$ cat src/rtl/video_tracker_pkg.sv
// video_tracker_pkg
//   Shared constants and types for video_object_tracker.
//   - colour bit indices within the 3-bit rgb word
//   - initial values for the bounding-box and count accumulators
//   - CRC-16/CCITT polynomial and seed (used only when VIDEO_TRACKER_CRC_EN is defined)
//   - tracker FSM state enum
package video_tracker_pkg;

  localparam int COL_R = 0;
  localparam int COL_G = 1;
  localparam int COL_B = 2;

  localparam logic [9:0] MIN_INIT = 10'h3FF;
  localparam logic [9:0] MAX_INIT = 10'h000;

  localparam int               CNT_W   = 19;
  localparam logic [CNT_W-1:0] CNT_MAX = '1;

  localparam logic [15:0] CRC_POLY = 16'h1021;
  localparam logic [15:0] CRC_INIT = 16'hFFFF;

  typedef enum logic {
    WAIT_SOF = 1'b0,
    ACCUM    = 1'b1
  } trk_state_e;

endpackage

$ cat src/rtl/crc16_byte_step.sv
// crc16_byte_step
//   Combinational CRC-16/CCITT update of one byte, MSB first.
//   Ports:
//     crc      in  16  current CRC
//     data     in  8   byte to fold in
//     crc_next out 16  CRC after the byte
module crc16_byte_step
  import video_tracker_pkg::*;
(
  input  logic [15:0] crc,
  input  logic [7:0]  data,
  output logic [15:0] crc_next
);

  logic [15:0] c;

  always_comb begin
    c = crc;
    for (int i = 7; i >= 0; i--) begin
      if (c[15] ^ data[i]) c = {c[14:0], 1'b0} ^ CRC_POLY;
      else                 c = {c[14:0], 1'b0};
    end
    crc_next = c;
  end

endmodule

$ cat src/rtl/video_object_tracker.sv
// video_object_tracker
//   Passive monitor of a pixel stream. Accumulates the bounding box and count
//   of visible pixels matching TARGET_RGB (under RGB_MASK) between the
//   (0,0) pixel and the (H_ACTIVE-1, V_ACTIVE-1) pixel, and publishes the
//   result one cycle after that last pixel is sampled.
//   Optional build macro: VIDEO_TRACKER_CRC_EN adds o_crc, a CRC-16/CCITT of
//   every in-range visible pixel's {5'b0, rgb} over the frame.
//   Ports:
//     i_clk, i_rst_n           pixel clock, synchronous active-low reset
//     i_hpos, i_vpos           current pixel position
//     i_visible, i_rgb         active-area flag and pixel colour
//     o_valid                  one-cycle publish pulse
//     o_found                  last frame had at least one match
//     o_x_min..o_y_max         bounding box (0 when nothing matched)
//     o_count                  matching pixel count, saturating
//     o_frame_cnt              frames published since reset, wrapping
//     o_crc                    frame CRC (VIDEO_TRACKER_CRC_EN only)
module video_object_tracker
  import video_tracker_pkg::*;
#(
  parameter int         H_ACTIVE   = 640,
  parameter int         V_ACTIVE   = 480,
  parameter logic [2:0] TARGET_RGB = 3'b111,
  parameter logic [2:0] RGB_MASK   = 3'b111
) (
  input  logic             i_clk,
  input  logic             i_rst_n,
  input  logic [9:0]       i_hpos,
  input  logic [9:0]       i_vpos,
  input  logic             i_visible,
  input  logic [2:0]       i_rgb,
  output logic             o_valid,
  output logic             o_found,
  output logic [9:0]       o_x_min,
  output logic [9:0]       o_x_max,
  output logic [9:0]       o_y_min,
  output logic [9:0]       o_y_max,
  output logic [CNT_W-1:0] o_count,
`ifdef VIDEO_TRACKER_CRC_EN
  output logic [15:0]      o_frame_cnt,
  output logic [15:0]      o_crc
`else
  output logic [15:0]      o_frame_cnt
`endif
);

  localparam logic [9:0] H_LAST = 10'(H_ACTIVE - 1);
  localparam logic [9:0] V_LAST = 10'(V_ACTIVE - 1);

  trk_state_e       state;
  logic [9:0]       x_min, x_max, y_min, y_max;
  logic [CNT_W-1:0] count;
  logic             hit;

  logic             in_range, match, sof, eof, active, take;
  logic [9:0]       x_min_n, x_max_n, y_min_n, y_max_n;
  logic [CNT_W-1:0] count_n;
  logic             hit_n;

  // "_n" values already include the current pixel, so the EOF pixel's own
  // match lands in the published result.
  always_comb begin
    in_range = i_visible && (i_hpos <= H_LAST) && (i_vpos <= V_LAST);
    match    = in_range && (((i_rgb ^ TARGET_RGB) & RGB_MASK) == 3'b000);
    sof      = in_range && (i_hpos == 10'd0) && (i_vpos == 10'd0);
    eof      = in_range && (i_hpos == H_LAST) && (i_vpos == V_LAST);
    // SOF pixel is accumulated in the same cycle the FSM leaves WAIT_SOF.
    active   = (state == ACCUM) || sof;
    take     = active && match;
    x_min_n  = (take && i_hpos < x_min) ? i_hpos : x_min;
    x_max_n  = (take && i_hpos > x_max) ? i_hpos : x_max;
    y_min_n  = (take && i_vpos < y_min) ? i_vpos : y_min;
    y_max_n  = (take && i_vpos > y_max) ? i_vpos : y_max;
    count_n  = (take && count != CNT_MAX) ? count + CNT_W'(1) : count;
    hit_n    = hit | take;
  end

  always_ff @(posedge i_clk) begin
    if (!i_rst_n) begin
      state       <= WAIT_SOF;
      x_min       <= MIN_INIT;
      x_max       <= MAX_INIT;
      y_min       <= MIN_INIT;
      y_max       <= MAX_INIT;
      count       <= '0;
      hit         <= 1'b0;
      o_valid     <= 1'b0;
      o_found     <= 1'b0;
      o_x_min     <= '0;
      o_x_max     <= '0;
      o_y_min     <= '0;
      o_y_max     <= '0;
      o_count     <= '0;
      o_frame_cnt <= '0;
    end else begin
      o_valid <= 1'b0;
      if (active) begin
        state <= ACCUM;
        if (eof) begin
          o_valid     <= 1'b1;
          o_found     <= hit_n;
          o_x_min     <= hit_n ? x_min_n : 10'd0;
          o_x_max     <= hit_n ? x_max_n : 10'd0;
          o_y_min     <= hit_n ? y_min_n : 10'd0;
          o_y_max     <= hit_n ? y_max_n : 10'd0;
          o_count     <= count_n;
          o_frame_cnt <= o_frame_cnt + 16'd1;
          x_min       <= MIN_INIT;
          x_max       <= MAX_INIT;
          y_min       <= MIN_INIT;
          y_max       <= MAX_INIT;
          count       <= '0;
          hit         <= 1'b0;
        end else begin
          x_min <= x_min_n;
          x_max <= x_max_n;
          y_min <= y_min_n;
          y_max <= y_max_n;
          count <= count_n;
          hit   <= hit_n;
        end
      end
    end
  end

`ifdef VIDEO_TRACKER_CRC_EN
  logic [15:0] crc_acc, crc_step, crc_n;

  crc16_byte_step u_crc (
    .crc      (crc_acc),
    .data     ({5'b00000, i_rgb}),
    .crc_next (crc_step)
  );

  assign crc_n = (active && in_range) ? crc_step : crc_acc;

  always_ff @(posedge i_clk) begin
    if (!i_rst_n) begin
      crc_acc <= CRC_INIT;
      o_crc   <= '0;
    end else if (active && eof) begin
      o_crc   <= crc_n;
      crc_acc <= CRC_INIT;
    end else if (active) begin
      crc_acc <= crc_n;
    end
  end
`endif

endmodule
$ cat config.mk
export PLATFORM = sky130hd
export DESIGN_NAME = video_object_tracker
export DESIGN_NICKNAME = d
export VERILOG_FILES = /design/src/rtl/video_tracker_pkg.sv /design/src/rtl/crc16_byte_step.sv /design/src/rtl/video_object_tracker.sv
export SDC_FILE = /design/constraint.sdc
export NUM_CORES = 1
export LEC_CHECK = 0
export CELL_PAD_IN_SITES_DETAIL_PLACEMENT = 1
export CELL_PAD_IN_SITES_GLOBAL_PLACEMENT = 2
export CORE_MARGIN = 10
export CORE_UTILIZATION = 32
export CTS_CLUSTER_SIZE = 14
export DETAILED_ROUTE_END_ITERATION = 16
export GPL_ROUTABILITY_DRIVEN = 0
export PLACE_DENSITY_LB_ADDON = 0.1
export SETUP_SLACK_MARGIN = 0.5
export SYNTH_ARGS = -nofsm -noshare
export SYNTH_HDL_FRONTEND = slang
export SYNTH_SLANG_ARGS = --single-unit
$ cat constraint.sdc
create_clock -name i_clk -period 3.4 [get_ports i_clk]
set_input_delay 0.68 -clock i_clk [delete_from_list [all_inputs] [get_ports i_clk]]
set_output_delay 0.68 -clock i_clk [all_outputs]
set_load 0.01 [all_outputs]
Word-level counts from Yosys, hierarchy flattened --
Index checks and enable logic that the tools add are counted.
Storage, ports and cells: bits of input ports 26, flip-flop bits (word level) 138, logic and storage cells 63, output and inout bits 77
Operators by class: equality and inequality tests 3, $lt $le $gt $ge 6, add/subtract/negate cells 2, muxes and demuxes 16, bitwise operators 2, reductions and logical operators 19
Operators by type and width (number):
- 10-bit two-way mux | 12
- 19-bit two-way mux | 2
- 10-bit greater-than comparator | 2
- 10-bit logical NOT | 2
- 10-bit less-than comparator | 2
- 19-bit by 1-bit adder with 19-bit output (second input constant) | 1
- 19-bit != test (second input constant) | 1
- 16-bit by 1-bit adder with 16-bit output (second input constant) | 1
- 1-bit logical AND | 13
- 10-bit equality test (second input constant) | 1
- 10-bit by 9-bit equality test with 1-bit output (second input constant) | 1
- 10-bit <= comparator (second input constant) | 1
- 10-bit by 9-bit <= comparator with 1-bit output (second input constant) | 1
- 2-bit AND reduction | 2
- 3-bit logical NOT | 1
- 3-bit NOT | 1
- 1-bit two-way mux | 2
- 1-bit logical OR | 1
- 1-bit OR | 1

Depth between registers and ports, before layout --
depth after elaboration 10, mapped depth 11, gate-level depth less buffers 9

Worst setup path after synthesis --
Ideal clock, no wire load.
kind input-to-reg, from in i_vpos[9], to reg count[16], path buffers 0, data arrival time 2.704 ns, slack 0.622 ns, stages on the path 7, required time 3.326 ns, cell sequence or4_4 -> nor4_4 -> a21oi_2 -> nor4b_4 -> nand4_1 -> or3_1 -> o21ai_0
Between the ends: longest elaborated chain between the ends 9, elaborated cells on any way between the ends 14, those cells by class order compare (1); eq/ne (1); mux (2); reduce/logical (10)
Ends and longest elaborated chain:
- start: declaration | line video_object_tracker.sv:29 | input logic [9:0] i_vpos,
- 10-bit by 9-bit <= comparator with 1-bit output | line video_object_tracker.sv:63 | in_range = i_visible && (i_hpos <= H_LAST) && (i_vpos <= V_LAST);
- 1-bit logical AND | line video_object_tracker.sv:63
- 1-bit logical AND (2 in a row) | line video_object_tracker.sv:65 | sof = in_range && (i_hpos == 10'd0) && (i_vpos == 10'd0);
- 1-bit logical OR | line video_object_tracker.sv:68 | active = (state == ACCUM) || sof;
- 1-bit logical AND | line video_object_tracker.sv:69 | take = active && match;
- 1-bit logical AND | line video_object_tracker.sv:74 | count_n = (take && count != CNT_MAX) ? count + CNT_W'(1) : count;
- 19-bit two-way mux | line video_object_tracker.sv:74
- 19-bit two-way mux | line video_object_tracker.sv:99 | if (eof) begin
- end signal: assignment | line video_object_tracker.sv:119 | count <= count_n;
- end: declaration | line video_object_tracker.sv:52 | logic [CNT_W-1:0] count;
Parallel ways exist; a longest one is shown, timed or not. A chain may end at the register's enable or synchronous reset.

Worst setup path after layout --
from in i_hpos[8], to reg count[16]
Between the ends: longest elaborated chain between the ends 10, elaborated cells on any way between the ends 15, those cells by class order compare (1); eq/ne (1); mux (2); reduce/logical (11)
Ends and longest elaborated chain:
- start: declaration | line video_object_tracker.sv:28 | input logic [9:0] i_hpos,
- 10-bit <= comparator | line video_object_tracker.sv:63
- 1-bit logical AND (2 in a row) | line video_object_tracker.sv:63
- 1-bit logical AND (2 in a row) | line video_object_tracker.sv:65
- 1-bit logical OR | line video_object_tracker.sv:68
- 1-bit logical AND | line video_object_tracker.sv:69
- 1-bit logical AND | line video_object_tracker.sv:74
- 19-bit two-way mux | line video_object_tracker.sv:74
- 19-bit two-way mux | line video_object_tracker.sv:99
Parallel ways exist; a longest one is shown, timed or not.

==> impl_metrics.csv <==
group,metric,value,unit
critical_path,cp_slowest_stage_delay,470,ps
critical_path,crit_top_cell,"buf_6",
timing,slew_violations,0,
placement,port_buffers,102,
cells_and_area,nFillCells,2312,
logic_synthesis,syn_avg_cell_area,8.825,sq um
drt,antenna_left,0,
die,die_area,26210,sq um
placement,place_ws,-138.9,ps
global_routing,grt_pass1_wl,33940,um
cells_and_area,mostFrequentLayoutCells,"138 x dfxtp_1, 91 x nand2_1, 87 x clkdlybuf4s50_1",
timing,fin_skew,9.071,ps
logic_synthesis,syn_nets,796,
drt,wl_per_cell,17.77,um
logic_synthesis,synth-seq-area-share,42.88,%
timing,setup_ws,642.5,ps
clock_network,ctsHoldBuffers,0,
logic_synthesis,ys_types,50,
clock_network,numCtsBuffers,17,
clock_network,clk_pin_slew,60,ps
critical_path,worstPathMaxFanout,7,
cells_and_area,fin_nets,960,
cells_and_area,syn2layout_area_growth,39.76,%
timing,finalHoldViolations,0,
timing,min_period,2758,ps
logic_synthesis,netlist_instances,730,
drt,vias,5888,
logic_synthesis,netlist_area,6442,sq um
clock_network,clock_latency,420,ps
timing,rsz0062_at_grt,"no",
critical_path,reg2reg_slack,900,ps
min_path,hold_path_class,"reg -> reg",
logic_synthesis,yosys_warnings,0,
drt,wirelength,20850,um
global_routing,grt_antenna_before_repair,2,
drt,avgViaCountPerCell,5.020,
clock_network,cts.sinks,138,
global_routing,grt_max_degree,32,
clock_network,cts_tree,"yes",
critical_path,crit_type,"in -> reg",
logic_synthesis,synth.ff_latch_count,138,
critical_path,r2r_start,"y_max[5]",
critical_path,startpoint_type,"input port",
placement,dp.cells,1132,
drt,drt-initial-drc-count,182,
die,ioPinCount,103,
timing,fmax,362.6,MHz
critical_path,cp_cell_sequence,"clkdlybuf4s50_1 -> or3_4 -> nor4_4 -> a21oi_2 -> buf_6 -> nor4b_4 -> buf_6 -> nand4_1 -> or3_1 -> o21ai_1",
global_routing,grt.total_usage,15.94,%
die,die_h,161.9,um
pwr,power.leakage,0.003750,uW
timing,final-setup-viol-count,0,
placement,dp_hpwl,15690,um
critical_path,path_buf_inv,3,
cells_and_area,layout-drive-gt1-share,14.35,%
critical_path,critical_path.slowest_cell,"clkdlybuf4s50_1",
cells_and_area,layout.cells.non_filler,1173,
logic_synthesis,synth_area_leaders,"dfxtp_1 43%, ha_1 7.8%, mux2i_1 5.9%",
timing,fin_crit_sh,81.10,%
min_path,worstHoldStart,"o_x_max[5]",
clock_network,ctsHtreeMaxLevel,4,
critical_path,required,3750,ps
die,floorplan.initialDensity,32.78,%
global_routing,grt_pass1_vias,6231,
clock_network,cts.path.max_buffers,2,
min_path,holdPathEnd,"o_x_max[5]",
cells_and_area,final_common_cell,"dfxtp_1",
run_status,run_status,"finished clean",
drt,drc,0,
die,chipWidth,161.9,um
pwr,ir_worst_vdd,335.1,uV
critical_path,end_kind,"flop",
drt,first_pass_iters,4,
logic_synthesis,synth.top_cell.area_share,42.88,%
global_routing,grt-ovfl-total,0,
logic_synthesis,yosys.area.top_type,"dfxtp_1",
min_path,hold_depth,2,
critical_path,cp.arrival,3110,ps
die,rows,51,
pwr,p_total,3746,uW
critical_path,r2r-end,"o_y_max[6]",
die,core-area,19650,sq um
pwr,p_per_area,416.0,nW/um^2
timing,slew_headroom,72.93,%
flow_run,drv_cap,0,
critical_path,reg2reg_depth,11,
critical_path,cpLargestDelayFamily,"simple AND/OR/NAND/NOR gates",
clock_network,clockRootBuffer,"clkbuf_16",
timing,worst_pin_slew,405.0,ps
[cells in the mapped netlist (all sizes together)]
master   number
a2111oi       3
a211oi       11
a21o          5
a21oi        38
a221o         1
a22o         19
a31o          1
a31oi         9
a41oi         2
and2          8
and3          9
and4          8
buf          11
clkbuf       23
clkinv        1
dfxtp       138
ha           40
inv          46
mux2i        38
nand2        92
nand2b        8
nand3        30
nand4        14
nand4b        1
nor2         30
nor2b         1
nor3          7
nor4          4
nor4b         2
o2111ai       2
o211ai        1
o21ai        73
o221ai        1
o31ai         9
or2           3
or3           7
or4           4
or4b          1
xnor2        11
xor2         18
[tightest hold or removal path, stage by stage (launching register included)]
cell and delay, ps:
dfxtp_1 310, nand2_1 50, o21ai_1 50
[state kept, by name, summed over array words and instances (netlist names), 10 cells and up]
| signal | count |
|---|---|
| count | 19 |
| o_count | 19 |
| o_frame_cnt | 16 |
| o_x_max | 10 |
| o_x_min | 10 |
| o_y_max | 10 |
| o_y_min | 10 |
| x_max | 10 |
| x_min | 10 |
| y_max | 10 |
| y_min | 10 |
[cells by family after synthesis]
family	synth area share, %
compound gates	16.55
mux	5.904
simple gates	18.04
buf+inv	4.914
fa+ha+maj	7.768
xor+xnor	3.942
flops	42.88
[power by group]
part | total, uW | internal [uW] | switching, uW | leakage [uW]
combinational | 192 | 83.4 | 109 | 0.00236
clock | 1940 | 1180 | 762 | 0.000281
sequential | 1620 | 1620 | 0.0000552 | 0.00111
[through the flow]
stage | utilization (%) | hold WS [ps] | area (sq um) | TNS, ps
after floorplan | - | 435.8 | 6442 | 0
after global placement | 41.94 | 438.5 | 8243 | -62.32
after detailed placement | 41.94 | 448.0 | 8243 | -1288
after CTS | 45.48 | 458.0 | 8939 | 0
after global routing | 45.80 | 477.8 | 9001 | 0
final | 45.81 | 454.3 | 9004 | 0
[timing repair]
action / in CTS / in global routing
endpoints found under the setup margin: 49 / 76
cloned: 1 / 0
setup buffers: 7 / 0
pin swaps: 2 / 9
hold endpoints to repair: 0 / 0
gates resized for setup: 17 / 22
[routing by layer]
metal	vias up	global-route usage [%]	part of all wire, %
met5	-	0	0
met4	0	4.797	1.1
met3	14	4.297	4.4
met2	88	26.41	48
met1	2864	19.74	47
li1	2922	-	-
[worst max-delay path by stage]
stage	from	endpoint	slack, ps	depth (start not counted)
floorplan	i_vpos[9]	count[16]	620	7
global placement	i_vpos[5]	o_y_min[4]	-40	10
detailed placement	i_vpos[5]	o_y_min[2]	-140	10
CTS	i_vpos[0]	count[16]	500	11
global route	i_hpos[1]	count[16]	510	10
finish	i_hpos[8]	count[16]	640	10
[final cells by class]
| class | count | area (sq um) | share of cell area, % |
|---|---|---|---|
| repair buffers | 179 | 1685 | 18.72 |
| flip-flops and latches | 138 | 2763 | 30.68 |
| multi-input cells | 511 | 3436 | 38.16 |
| inverters | 47 | 176.4 | 1.959 |
| clock buffers | 18 | 439.2 | 4.878 |
| clock inverters | 13 | 167.7 | 1.862 |
| diodes | 2 | 5.005 | 0.05559 |
| well taps | 265 | 331.6 | 3.683 |
No activity file was read; power rests on OpenSTA's default activity.
